===== src/rtl/wb_result_writer_if.sv =====
// rtl/wb_result_writer_if.sv - writeback request/response bundle between the control FSM and the result writer (trap signal only with WB_MISALIGN_TRAP_EN)
interface wb_result_writer_if #(
  parameter int XLEN    = 32,
  parameter int RADDR_W = 5
);
  // request side, driven by the control FSM / datapath
  logic               start;
  logic [1:0]         wb_sel;
  logic [2:0]         funct3;
  logic [RADDR_W-1:0] rd;
  logic [XLEN-1:0]    alu_out;
  logic [XLEN-1:0]    mem_rdata;
  logic [XLEN-1:0]    pc_plus4;
  logic [XLEN-1:0]    imm;

  // response side, driven by the writer
  logic               rf_we;
  logic [RADDR_W-1:0] rf_waddr;
  logic [XLEN-1:0]    rf_wdata;
  logic               busy;
  logic               done;
`ifdef WB_MISALIGN_TRAP_EN
  logic               trap;

  modport master (
    output start, wb_sel, funct3, rd, alu_out, mem_rdata, pc_plus4, imm,
    input  rf_we, rf_waddr, rf_wdata, busy, done, trap
  );

  modport slave (
    input  start, wb_sel, funct3, rd, alu_out, mem_rdata, pc_plus4, imm,
    output rf_we, rf_waddr, rf_wdata, busy, done, trap
  );
`else
  modport master (
    output start, wb_sel, funct3, rd, alu_out, mem_rdata, pc_plus4, imm,
    input  rf_we, rf_waddr, rf_wdata, busy, done
  );

  modport slave (
    input  start, wb_sel, funct3, rd, alu_out, mem_rdata, pc_plus4, imm,
    output rf_we, rf_waddr, rf_wdata, busy, done
  );
`endif
endinterface


===== src/rtl/wb_result_writer.sv =====
// rtl/wb_result_writer.sv - 3-state register-file writeback sequencer with load align/extend; WB_MISALIGN_TRAP_EN adds a misaligned-load trap
module wb_result_writer #(
  parameter int XLEN    = 32,
  parameter int RADDR_W = 5
) (
  input  logic             clk,
  input  logic             rst,
  wb_result_writer_if.slave wb
);

`ifdef WB_MISALIGN_TRAP_EN
  typedef enum logic [1:0] {S_IDLE, S_FORMAT, S_WRITE, S_TRAP} state_t;
`else
  typedef enum logic [1:0] {S_IDLE, S_FORMAT, S_WRITE} state_t;
`endif

  localparam logic [1:0] SEL_ALU  = 2'd0;
  localparam logic [1:0] SEL_LOAD = 2'd1;
  localparam logic [1:0] SEL_PC4  = 2'd2;

  localparam logic [2:0] F3_LB  = 3'b000;
  localparam logic [2:0] F3_LH  = 3'b001;
  localparam logic [2:0] F3_LBU = 3'b100;
  localparam logic [2:0] F3_LHU = 3'b101;

  state_t             state_q;
  logic [1:0]         sel_q;
  logic [2:0]         f3_q;
  logic [RADDR_W-1:0] rd_q;
  logic [1:0]         off_q;
  logic [XLEN-1:0]    src_q;

  logic               rf_we_q;
  logic [RADDR_W-1:0] rf_waddr_q;
  logic [XLEN-1:0]    rf_wdata_q;
  logic               busy_q;
  logic               done_q;

  logic [XLEN-1:0]    byte_sh;
  logic [XLEN-1:0]    half_sh;
  logic [XLEN-1:0]    fmt_d;
`ifdef WB_MISALIGN_TRAP_EN
  logic               trap_q;
  logic               misalign_d;
`endif

  // Format the latched source: loads are shifted down by the byte offset and
  // extended; everything else passes through untouched.
  always_comb begin
    byte_sh = src_q >> {off_q, 3'b000};
    half_sh = src_q >> {off_q[1], 4'b0000};
    fmt_d   = src_q;
    if (sel_q == SEL_LOAD) begin
      case (f3_q)
        F3_LB:   fmt_d = {{(XLEN-8){byte_sh[7]}}, byte_sh[7:0]};
        F3_LBU:  fmt_d = {{(XLEN-8){1'b0}}, byte_sh[7:0]};
        F3_LH:   fmt_d = {{(XLEN-16){half_sh[15]}}, half_sh[15:0]};
        F3_LHU:  fmt_d = {{(XLEN-16){1'b0}}, half_sh[15:0]};
        default: fmt_d = src_q;
      endcase
    end
  end

`ifdef WB_MISALIGN_TRAP_EN
  // Halfword loads need an even offset; word loads (and undefined funct3,
  // which behaves as LW) need offset 0.
  always_comb begin
    misalign_d = 1'b0;
    if (sel_q == SEL_LOAD) begin
      case (f3_q)
        F3_LB, F3_LBU: misalign_d = 1'b0;
        F3_LH, F3_LHU: misalign_d = off_q[0];
        default:       misalign_d = (off_q != 2'b00);
      endcase
    end
  end
`endif

  // Sequencer: IDLE latches the request, FORMAT registers the write data,
  // WRITE/TRAP emit the one-cycle pulses.
  always_ff @(posedge clk or negedge rst) begin
    if (!rst) begin
      state_q    <= S_IDLE;
      sel_q      <= '0;
      f3_q       <= '0;
      rd_q       <= '0;
      off_q      <= '0;
      src_q      <= '0;
      rf_we_q    <= 1'b0;
      rf_waddr_q <= '0;
      rf_wdata_q <= '0;
      busy_q     <= 1'b0;
      done_q     <= 1'b0;
`ifdef WB_MISALIGN_TRAP_EN
      trap_q     <= 1'b0;
`endif
    end else begin
      case (state_q)
        S_IDLE: begin
          if (wb.start) begin
            sel_q  <= wb.wb_sel;
            f3_q   <= wb.funct3;
            rd_q   <= wb.rd;
            off_q  <= wb.alu_out[1:0];
            case (wb.wb_sel)
              SEL_ALU:  src_q <= wb.alu_out;
              SEL_LOAD: src_q <= wb.mem_rdata;
              SEL_PC4:  src_q <= wb.pc_plus4;
              default:  src_q <= wb.imm;
            endcase
            busy_q  <= 1'b1;
            state_q <= S_FORMAT;
          end
        end
        S_FORMAT: begin
          rf_wdata_q <= fmt_d;
          rf_waddr_q <= rd_q;
          done_q     <= 1'b1;
`ifdef WB_MISALIGN_TRAP_EN
          if (misalign_d) begin
            trap_q  <= 1'b1;
            state_q <= S_TRAP;
          end else begin
            rf_we_q <= (rd_q != '0);
            state_q <= S_WRITE;
          end
`else
          rf_we_q    <= (rd_q != '0);
          state_q    <= S_WRITE;
`endif
        end
        S_WRITE: begin
          rf_we_q <= 1'b0;
          done_q  <= 1'b0;
          busy_q  <= 1'b0;
          state_q <= S_IDLE;
        end
`ifdef WB_MISALIGN_TRAP_EN
        S_TRAP: begin
          trap_q  <= 1'b0;
          done_q  <= 1'b0;
          busy_q  <= 1'b0;
          state_q <= S_IDLE;
        end
`endif
        default: begin
          rf_we_q <= 1'b0;
          done_q  <= 1'b0;
          busy_q  <= 1'b0;
          state_q <= S_IDLE;
        end
      endcase
    end
  end

  assign wb.rf_we    = rf_we_q;
  assign wb.rf_waddr = rf_waddr_q;
  assign wb.rf_wdata = rf_wdata_q;
  assign wb.busy     = busy_q;
  assign wb.done     = done_q;
`ifdef WB_MISALIGN_TRAP_EN
  assign wb.trap     = trap_q;
`endif

endmodule


===== src/flat_wrapper.sv =====
// flat-port wrapper written by rule: the top's interface ports become plain ports
module wb_result_writer_flat 
#(
  parameter int XLEN    = 32,
  parameter int RADDR_W = 5
)
  (clk, rst, wb_start, wb_wb_sel, wb_funct3, wb_rd, wb_alu_out, wb_mem_rdata, wb_pc_plus4, wb_imm, wb_rf_we, wb_rf_waddr, wb_rf_wdata, wb_busy, wb_done);
  wb_result_writer_if #(.XLEN(XLEN), .RADDR_W(RADDR_W)) wb_i ();
  input  logic clk;
  input  logic rst;
  input wire logic [$bits(wb_i.start)-1:0] wb_start;
  input wire logic [$bits(wb_i.wb_sel)-1:0] wb_wb_sel;
  input wire logic [$bits(wb_i.funct3)-1:0] wb_funct3;
  input wire logic [$bits(wb_i.rd)-1:0] wb_rd;
  input wire logic [$bits(wb_i.alu_out)-1:0] wb_alu_out;
  input wire logic [$bits(wb_i.mem_rdata)-1:0] wb_mem_rdata;
  input wire logic [$bits(wb_i.pc_plus4)-1:0] wb_pc_plus4;
  input wire logic [$bits(wb_i.imm)-1:0] wb_imm;
  output wire logic [$bits(wb_i.rf_we)-1:0] wb_rf_we;
  output wire logic [$bits(wb_i.rf_waddr)-1:0] wb_rf_waddr;
  output wire logic [$bits(wb_i.rf_wdata)-1:0] wb_rf_wdata;
  output wire logic [$bits(wb_i.busy)-1:0] wb_busy;
  output wire logic [$bits(wb_i.done)-1:0] wb_done;
  assign wb_i.start = wb_start;
  assign wb_i.wb_sel = wb_wb_sel;
  assign wb_i.funct3 = wb_funct3;
  assign wb_i.rd = wb_rd;
  assign wb_i.alu_out = wb_alu_out;
  assign wb_i.mem_rdata = wb_mem_rdata;
  assign wb_i.pc_plus4 = wb_pc_plus4;
  assign wb_i.imm = wb_imm;
  assign wb_rf_we = wb_i.rf_we;
  assign wb_rf_waddr = wb_i.rf_waddr;
  assign wb_rf_wdata = wb_i.rf_wdata;
  assign wb_busy = wb_i.busy;
  assign wb_done = wb_i.done;
  wb_result_writer #(.XLEN(XLEN), .RADDR_W(RADDR_W)) u_core (.clk(clk), .rst(rst), .wb(wb_i));
endmodule

===== config.mk =====
export PLATFORM = sky130hd
export DESIGN_NAME = wb_result_writer_flat
export DESIGN_NICKNAME = d
export VERILOG_FILES = /design/src/rtl/wb_result_writer_if.sv /design/src/rtl/wb_result_writer.sv /design/src/flat_wrapper.sv
export SDC_FILE = /design/constraint.sdc
export NUM_CORES = 1
export LEC_CHECK = 0
export CAP_MARGIN = 20
export CORE_MARGIN = 8
export CORE_UTILIZATION = 41
export CTS_BUF_LIST = sky130_fd_sc_hd__clkbuf_2 sky130_fd_sc_hd__clkbuf_4 sky130_fd_sc_hd__clkbuf_8
export DETAILED_ROUTE_END_ITERATION = 10
export HOLD_SLACK_MARGIN = 0.15
export PLACE_DENSITY = 0.89
export SETUP_SLACK_MARGIN = 0.5
export SLEW_MARGIN = 20
export SYNTH_ARGS = -nofsm -noshare
export SYNTH_HDL_FRONTEND = slang
export SYNTH_SLANG_ARGS = --single-unit

===== constraint.sdc =====
create_clock -name clk -period 1.8 [get_ports clk]
set_clock_uncertainty 0.1 [all_clocks]
set_input_delay 0.54 -clock clk [delete_from_list [all_inputs] [get_ports clk]]
set_output_delay 0.54 -clock clk [all_outputs]
set_load 0.01 [all_outputs]

==> results of run 1 <==
cell usage after synthesis (all sizes together):
cell type / number / share of area (%)
a211oi: 4 / 0.65
a21boi: 1 / 0.16
a21o: 1 / 0.16
a21oi: 5 / 0.54
a221oi: 3 / 0.57
a22oi: 4 / 0.65
a31oi: 1 / 0.14
and2: 1 / 0.14
buf: 16 / 2.1
clkbuf: 12 / 0.98
dfrtp: 86 / 47
inv: 5 / 0.41
mux2: 50 / 12
mux2i: 8 / 1.7
mux4: 32 / 16
nand2: 46 / 3.8
nand2b: 2 / 0.27
nand3: 34 / 4.8
nor2: 13 / 1.1
nor2b: 7 / 0.95
nor3: 8 / 0.87
nor3b: 2 / 0.43
o2111ai: 1 / 0.57
o211ai: 4 / 0.65
o21ai: 7 / 0.76
o22ai: 6 / 1.1
o311ai: 1 / 0.19
o32ai: 3 / 0.57
or3: 2 / 0.27
or3b: 3 / 0.63
or4b: 1 / 0.22
registers in the layout (all words and copies together) (netlist names):
name / cells
u_core.f3_q: 3
u_core.sel_q: 2
u_core.off_q: 2
u_core.wb.done: 1
u_core.wb.busy: 1
u_core.src_q: 32
u_core.wb.rf_waddr: 5
u_core.wb.rf_we: 1
u_core.rd_q: 5
u_core.wb.rf_wdata: 32
u_core.state_q: 2
worst paths after layout:
path                       slack [ps]  cells after the start                endpoint
hold / removal                    400                      2   u_core.wb.rf_waddr[2]
setup / recovery                   40                      5  u_core.wb.rf_wdata[19]
max in group asynchronous         580                      3          u_core.f3_q[1]
hold reg to reg                   400                      2   u_core.wb.rf_waddr[2]
setup reg to reg                   40                      5  u_core.wb.rf_wdata[19]
min in group asynchronous         620                      3          u_core.rd_q[2]
cell usage in the layout (no fill, tap or decap), types with 8 or more instances in the layout:
cell and n:
buf_12 13, buf_16 9, buf_2 17, buf_4 49, buf_6 39, clkbuf_8 9
clkdlybuf4s50_1 131, dfrtp_1 80, mux2_2 8, mux2_4 42, mux4_2 32, nand2_1 41
nand3_1 21, nand3_2 13, nor2_1 12
routing by layer:
layer	vias up	global-route usage (%)	wire, microns
met5	-	0	0
met3	70	6.617	1653
met4	0	13.11	850
met1	2232	27.28	6978
li1	1876	-	-
met2	279	40.55	9139
tightest hold or removal path, cell delays in order, from the launching register on:
cell     delay, ps
dfrtp_1        360
nand2_1         50
nand2_1         60
repair_timing:
item,in CTS,in global routing
pin swaps,18,11
cloned,9,0
hold buffers,1,0
hold endpoints to repair,86,0
buffers inserted,32,16
setup endpoints to repair,125,135
gates resized for setup,276,47
power by group through the flow:
stage | registers, mW | clock network [mW] | logic (mW)
final | 3.45 | 1.45 | 4.68
after global routing | 3.49 | 1.53 | 4.94
after CTS | 3.32 | 1.45 | 4.10
after detailed placement | 3.30 | 0 | 3.49
after global placement | 3.28 | 0 | 3.41
after floorplan | 3.29 | 0 | 1.64
area by class of cell:
type	count	share of cell area, %
sequential	86	26.55
clock buffer	9	1.523
multi-input combinational	251	33.83
clock inverter	7	1.000
tap	140	2.154
inverter	5	0.3231
timing repair buffer	268	34.62
stage by stage:
step	hold WS, ps	setup slack [ps]
detailed placement	365.5	-404.3
finish	400.6	43.75
floorplan	144.4	52.15
global route	414.6	13.08
global placement	358.0	-356.8
CTS	395.1	79.31
cells by family (layout without fill, tap and decap cells):
| logic type | count (synthesis) | count (layout) | share of synthesized area, % |
|---|---|---|---|
| buffers and inverters | 33 | 289 | 3.506 |
| muxes | 90 | 90 | 29.63 |
| DFF | 86 | 86 | 46.75 |
| AOI/OAI and AO/OA | 41 | 41 | 6.741 |
| and+or+nand+nor | 119 | 120 | 13.37 |
==> results.md, run 1 <==
* DRC viols at 0
* Maximum VDD drop at 0.5949 mV
* CP Max Fanout at 7
* Required @ worst endpoint at 1960 ps
* Seq cells post-synth at 86
* Int Pwr at 6.088 mW
* Critical path buffers and inverters at 1
* Initial antenna violation count at 0
* CTS Sinks at 86
* Area Overhead vs Synth at 76.68%
* I/O Buffers at 180
* Seq/Total Area, Yosys at 46.75%
* Post-route ant nets at 0
* # Max-Cap Violations at 0
* Multi-input gate area at 2751 sq um
* TritonCTS clock tree: yes
* Post-Syn Area at 4603 sq um
* CP delay by family, top: compound AO/OA/AOI/OAI gates
* Max Buffers Root-to-Sink at 2
* Logic pwr share at 48.9%
* Setup crit end kind: flop
* Slew Viols, Final at 0
* First-pass GRT wire length at 27.26 mm
* Yosys Warn Count at 0
* Setup TNS at 0 ps
* Vias after detailed routing at 4457
* Clock root cell: clkbuf_8
* Crit Path Class: reg -> reg
* Rel. slew slack at 69.93%
* Largest net degree at the start of global routing at 87
* Switching share of power at 36.40%
* Finished Core Util at 74.70%
* Total routed wirelength at 18.62 mm
* Leakage at 3.533 nW
* Worst-skew pair later-pin latency at 380 ps
* Arr. time, crit path at 1920 ps
* Crit path cell chain: mux2i_2 -> o22ai_4 -> o2111ai_4 -> buf_4 -> nand3_1
* Number of distinct library cells after synthesis at 38
* Number of fill cells in the layout at 628
* Drt pass-1 iters at 5
* Overall power at 9.573 mW
* Ratio of cells with drive above 1 in the final layout at 47.28%
* Core Rows at 38
* Chip height at 122.0 microns
* Die span in x at 122.0 microns
* Fin cells at 766
* CP max-delay cell: dfrtp_2
* RR Startpoint: u_core.off_q[0]
* Hpwl dp at 11.47 mm
* Core area at 10890 sq um
* Worst Max-Slew Pin Slew at 451.1 ps
* Initial core utilization at 42.28%
* RSZ-0062 raised after global routing: yes
* Clock transition at the registers of the reported paths at 110 ps
* GP Congestion at 0.8666
* Final instance area at 8133 sq um
* Area after DPL at 6837 sq um
* Crit-path max cell delay at 470 ps
* Placed instance count at 692
* Final period util at 97.57%
* Sequential Power Share at 36.0%
* Grt total ovfl at 0
* Total CTS buffers at 9
* Clk pwr share at 15.1%
* Register cell area after layout at 2160 sq um
* Minimum clock period at 1756 ps
* H-tree depth at 3
* Finish-stage setup viols at 0
* Switching power at 3.485 mW
* GRT Util Overall at 24.08%
* Final net count at 762
* Startpoint types: flop
* Final antenna diode count at 0
* Via density at 5.819
* Max Clk Rate at 569.4 MHz
* Cells after Synth at 369
* Drt initial violations at 414
* Pwr dens at 1177 nW/um^2
* Synthesized area per cell at 12.47 sq um
* Wire per inst at 24.31 microns
* Vias in the first global route at 4899
* Worst min path class: reg -> reg
* Outcome: completed
* Hold Fails Final Rpt at 0
* Hold wc startpoint: u_core.wb.rf_waddr[2]
* Crit. Startpoint: u_core.off_q[0]
* Syn nets at 510
* Ports at 181
* Overall die area at 14870 sq um
Power figures use the tool's default switching activity.
==> inputs of run 2 (changes only) <==
- CORE_MARGIN: 8 -> unset
==> run 2 against run 1 <==
  * The run now ends with negative setup slack left
  * Sequential power is essentially flat
  * Sequential cell count is the same
  * Cell area grew 0.45%
  * Die area shrank 22%
  * Final cell count grew 0.78%
  * Non-clock buffer count grew 5
  * Fmax shrank 3.3%
==> results.md, run 2 (synthesized netlist as in run 1, its figures left out) <==
* Met3 wire length at 1.421 mm (-14%)
* GRT Util Overall at 31.02% (+6.9 points)
* Placed instance count at 687 (-0.72%)
* Crit Path Class: reg -> reg
* Arr. time, crit path at 1960 ps (+40 ps)
* Area after DPL at 6812 sq um (-0.37%)
* CP Max Fanout at 14 (+7)
* Setup crit end kind: flop
* Hpwl dp at 10.72 mm (-6.5%)
* First-pass GRT wire length at 26.46 mm (-2.9%)
* Final net count at 768 (+0.79%)
* Ratio of cells with drive above 1 in the final layout at 46.99% (-0.29 points)
* Worst-skew pair later-pin latency at 370 ps (about the same)
* Final instance area at 8169 sq um (+0.45%)
* Required @ worst endpoint at 1950 ps (about the same)
* Fin Hold WS at 8.111 ps (-392.4 ps)
* Largest net degree at the start of global routing at 38 (-56%)
* Worst Max-Slew Pin Slew at 573.0 ps (+121.9 ps)
* RSZ-0062 raised after global routing: yes
* CTS Sinks at 86 (unchanged)
* Place WS at -387.5 ps (+16.84 ps)
* Highest routing layer actually used: met4
* Vias in the first global route at 4814 (-1.7%)
* TritonCTS clock tree: yes
* R2r endpoint: u_core.wb.rf_wdata[18]
* Maximum VDD drop at 0.5626 mV (-5.4%)
* Met1 Routed Length at 6.680 mm (-4.3%)
* Die span in x at 108.0 microns (-11%)
* Core area at 10890 sq um (unchanged)
* Minimum clock period at 1816 ps (+60.02 ps)
* RR Startpoint: u_core.src_q[15]
* I/O Buffers at 180 (unchanged)
* Overall die area at 11660 sq um (-22%)
* Total routed wirelength at 18.48 mm (-0.77%)
* Hold Fails Final Rpt at 0 (unchanged)
* Core Rows at 38 (unchanged)
* Total CTS buffers at 9 (unchanged)
* GP Congestion at 0.8503 (-1.9%)
* Area Overhead vs Synth at 77.47%
* Initial antenna violation count at 0 (unchanged)
* Max Clk Rate at 550.6 MHz (-3.3%)
* Initial core utilization at 42.28% (unchanged)
* Worst min path class: in -> async
* WL met2 at 9.405 mm (+2.9%)
* Rel. slew slack at 61.72% (-8.2 points)
* H-tree depth at 3 (unchanged)
* Outcome: finished, violations left
* Final antenna diode count at 0 (unchanged)
* Overall power at 9.815 mW (+2.5%)
* Ports at 181 (unchanged)
* Clock root cell: clkbuf_8
* Pwr dens at 1201 nW/um^2 (+2.1%)
* Max Buffers Root-to-Sink at 2 (unchanged)
* DRC viols at 0 (unchanged)
* Setup TNS at -25.39 ps (-25.39 ps)
* Chip height at 108.0 microns (-11%)
* Clock transition at the registers of the reported paths at 90 ps (-20 ps)
* Grt total ovfl at 0 (unchanged)
* Slew Viols, Final at 0 (unchanged)
* Wire per inst at 23.94 microns (-1.5%)
* Startpoint types: flop
* R2R setup slack at -20 ps (-60 ps)
* Drt pass-1 iters at 5 (unchanged)
* Most frequent cells in the layout: clkdlybuf4s50_1 (129), dfrtp_1 (81), buf_4 (55)
* Vias after detailed routing at 4658 (+4.5%)
* Post-route ant nets at 0 (unchanged)
* Fin cells at 772 (+0.78%)
* Via density at 6.034 (+3.7%)
* Finished Core Util at 75.03% (+0.33 points)
* Failing checks: negative setup slack
* Drt initial violations at 461 (+11%)
* Final period util at 100.9% (+3.3 points)
* # Max-Cap Violations at 0 (unchanged)
* Most common cell after layout, fill and taps aside: clkdlybuf4s50_1
* Leakage at 3.594 nW (+1.7%)
* Final worst slack at -16.27 ps (-60.02 ps)
* Finish-stage setup viols at 3 (+3)
* Reg2reg path depth at 5 (unchanged)
## run 2: cell count changes in the layout (fill, tap and decap cells not counted), sizes merged
cell | previous run | this run
clkinv | 3 | 1
dlygate4sd2 | 6 | 7
clkdlybuf4s15 | 1 | 2
inv | 8 | 5
clkinvlp | 0 | 1
dlygate4sd3 | 1 | 0
bufinv | 1 | 3
or3b | 4 | 5
clkbuf | 9 | 13
bufbuf | 0 | 1
clkdlybuf4s50 | 131 | 129
buf | 129 | 132
## run 2: how the worst max path moves through the flow
stage	from	to	slack [ps]	cells past startpoint
after floorplan	wb_wb_sel[0]	u_core.src_q[10]	50	4
after global placement	wb_wb_sel[1]	u_core.src_q[28]	-320	4
after detailed placement	wb_wb_sel[1]	u_core.src_q[16]	-390	4
after CTS	u_core.f3_q[1]	u_core.wb.rf_wdata[18]	90	5
after global routing	u_core.off_q[1]	u_core.wb.rf_wdata[16]	-20	5
final	u_core.src_q[15]	u_core.wb.rf_wdata[18]	-20	5
## run 2: report_power, final
part | internal [mW] | leakage [nW] | switching, mW | total [mW]
logic | 2.72 | 2.46 | 1.95 | 4.67
registers | 2.66 | 1.01 | 0.780 | 3.44
clock network | 0.978 | 0.123 | 0.728 | 1.71
total | 6.36 | 3.59 | 3.46 | 9.81
## run 2: final cells by class
cell class / count / area (sq um)
multi-input cells: 252 / 2711
repair buffers: 273 / 2851
inverters: 5 / 21.27
well taps: 140 / 175.2
fillers: 603 / 2719
clock inverters: 5 / 106.4
clock buffers: 11 / 145.1
flip-flops and latches: 86 / 2158
## run 2: worst max-delay path, stage by stage, from the launching register on
cell	delay, ps
dfrtp_1	480
mux2_4	330
and2_1	200
o2111ai_4	300
buf_12	200
nand3_1	90
## run 2: metal layers
metal  track usage (%)  up-vias
met5                 0        -
met4             13.31        0
met3             5.847      100
met1             36.02     2312
met2             55.69      350
li1                  -     1896
## run 2: repair_timing
| item | 4_1_cts | 5_1_grt |
|---|---|---|
| setup buffers | 34 | 22 |
| endpoints found under the setup margin | 125 | 124 |
| pin swaps | 21 | 12 |
| cloned | 12 | 1 |
| hold endpoints to repair | 27 | 27 |
| gates resized for setup | 266 | 31 |
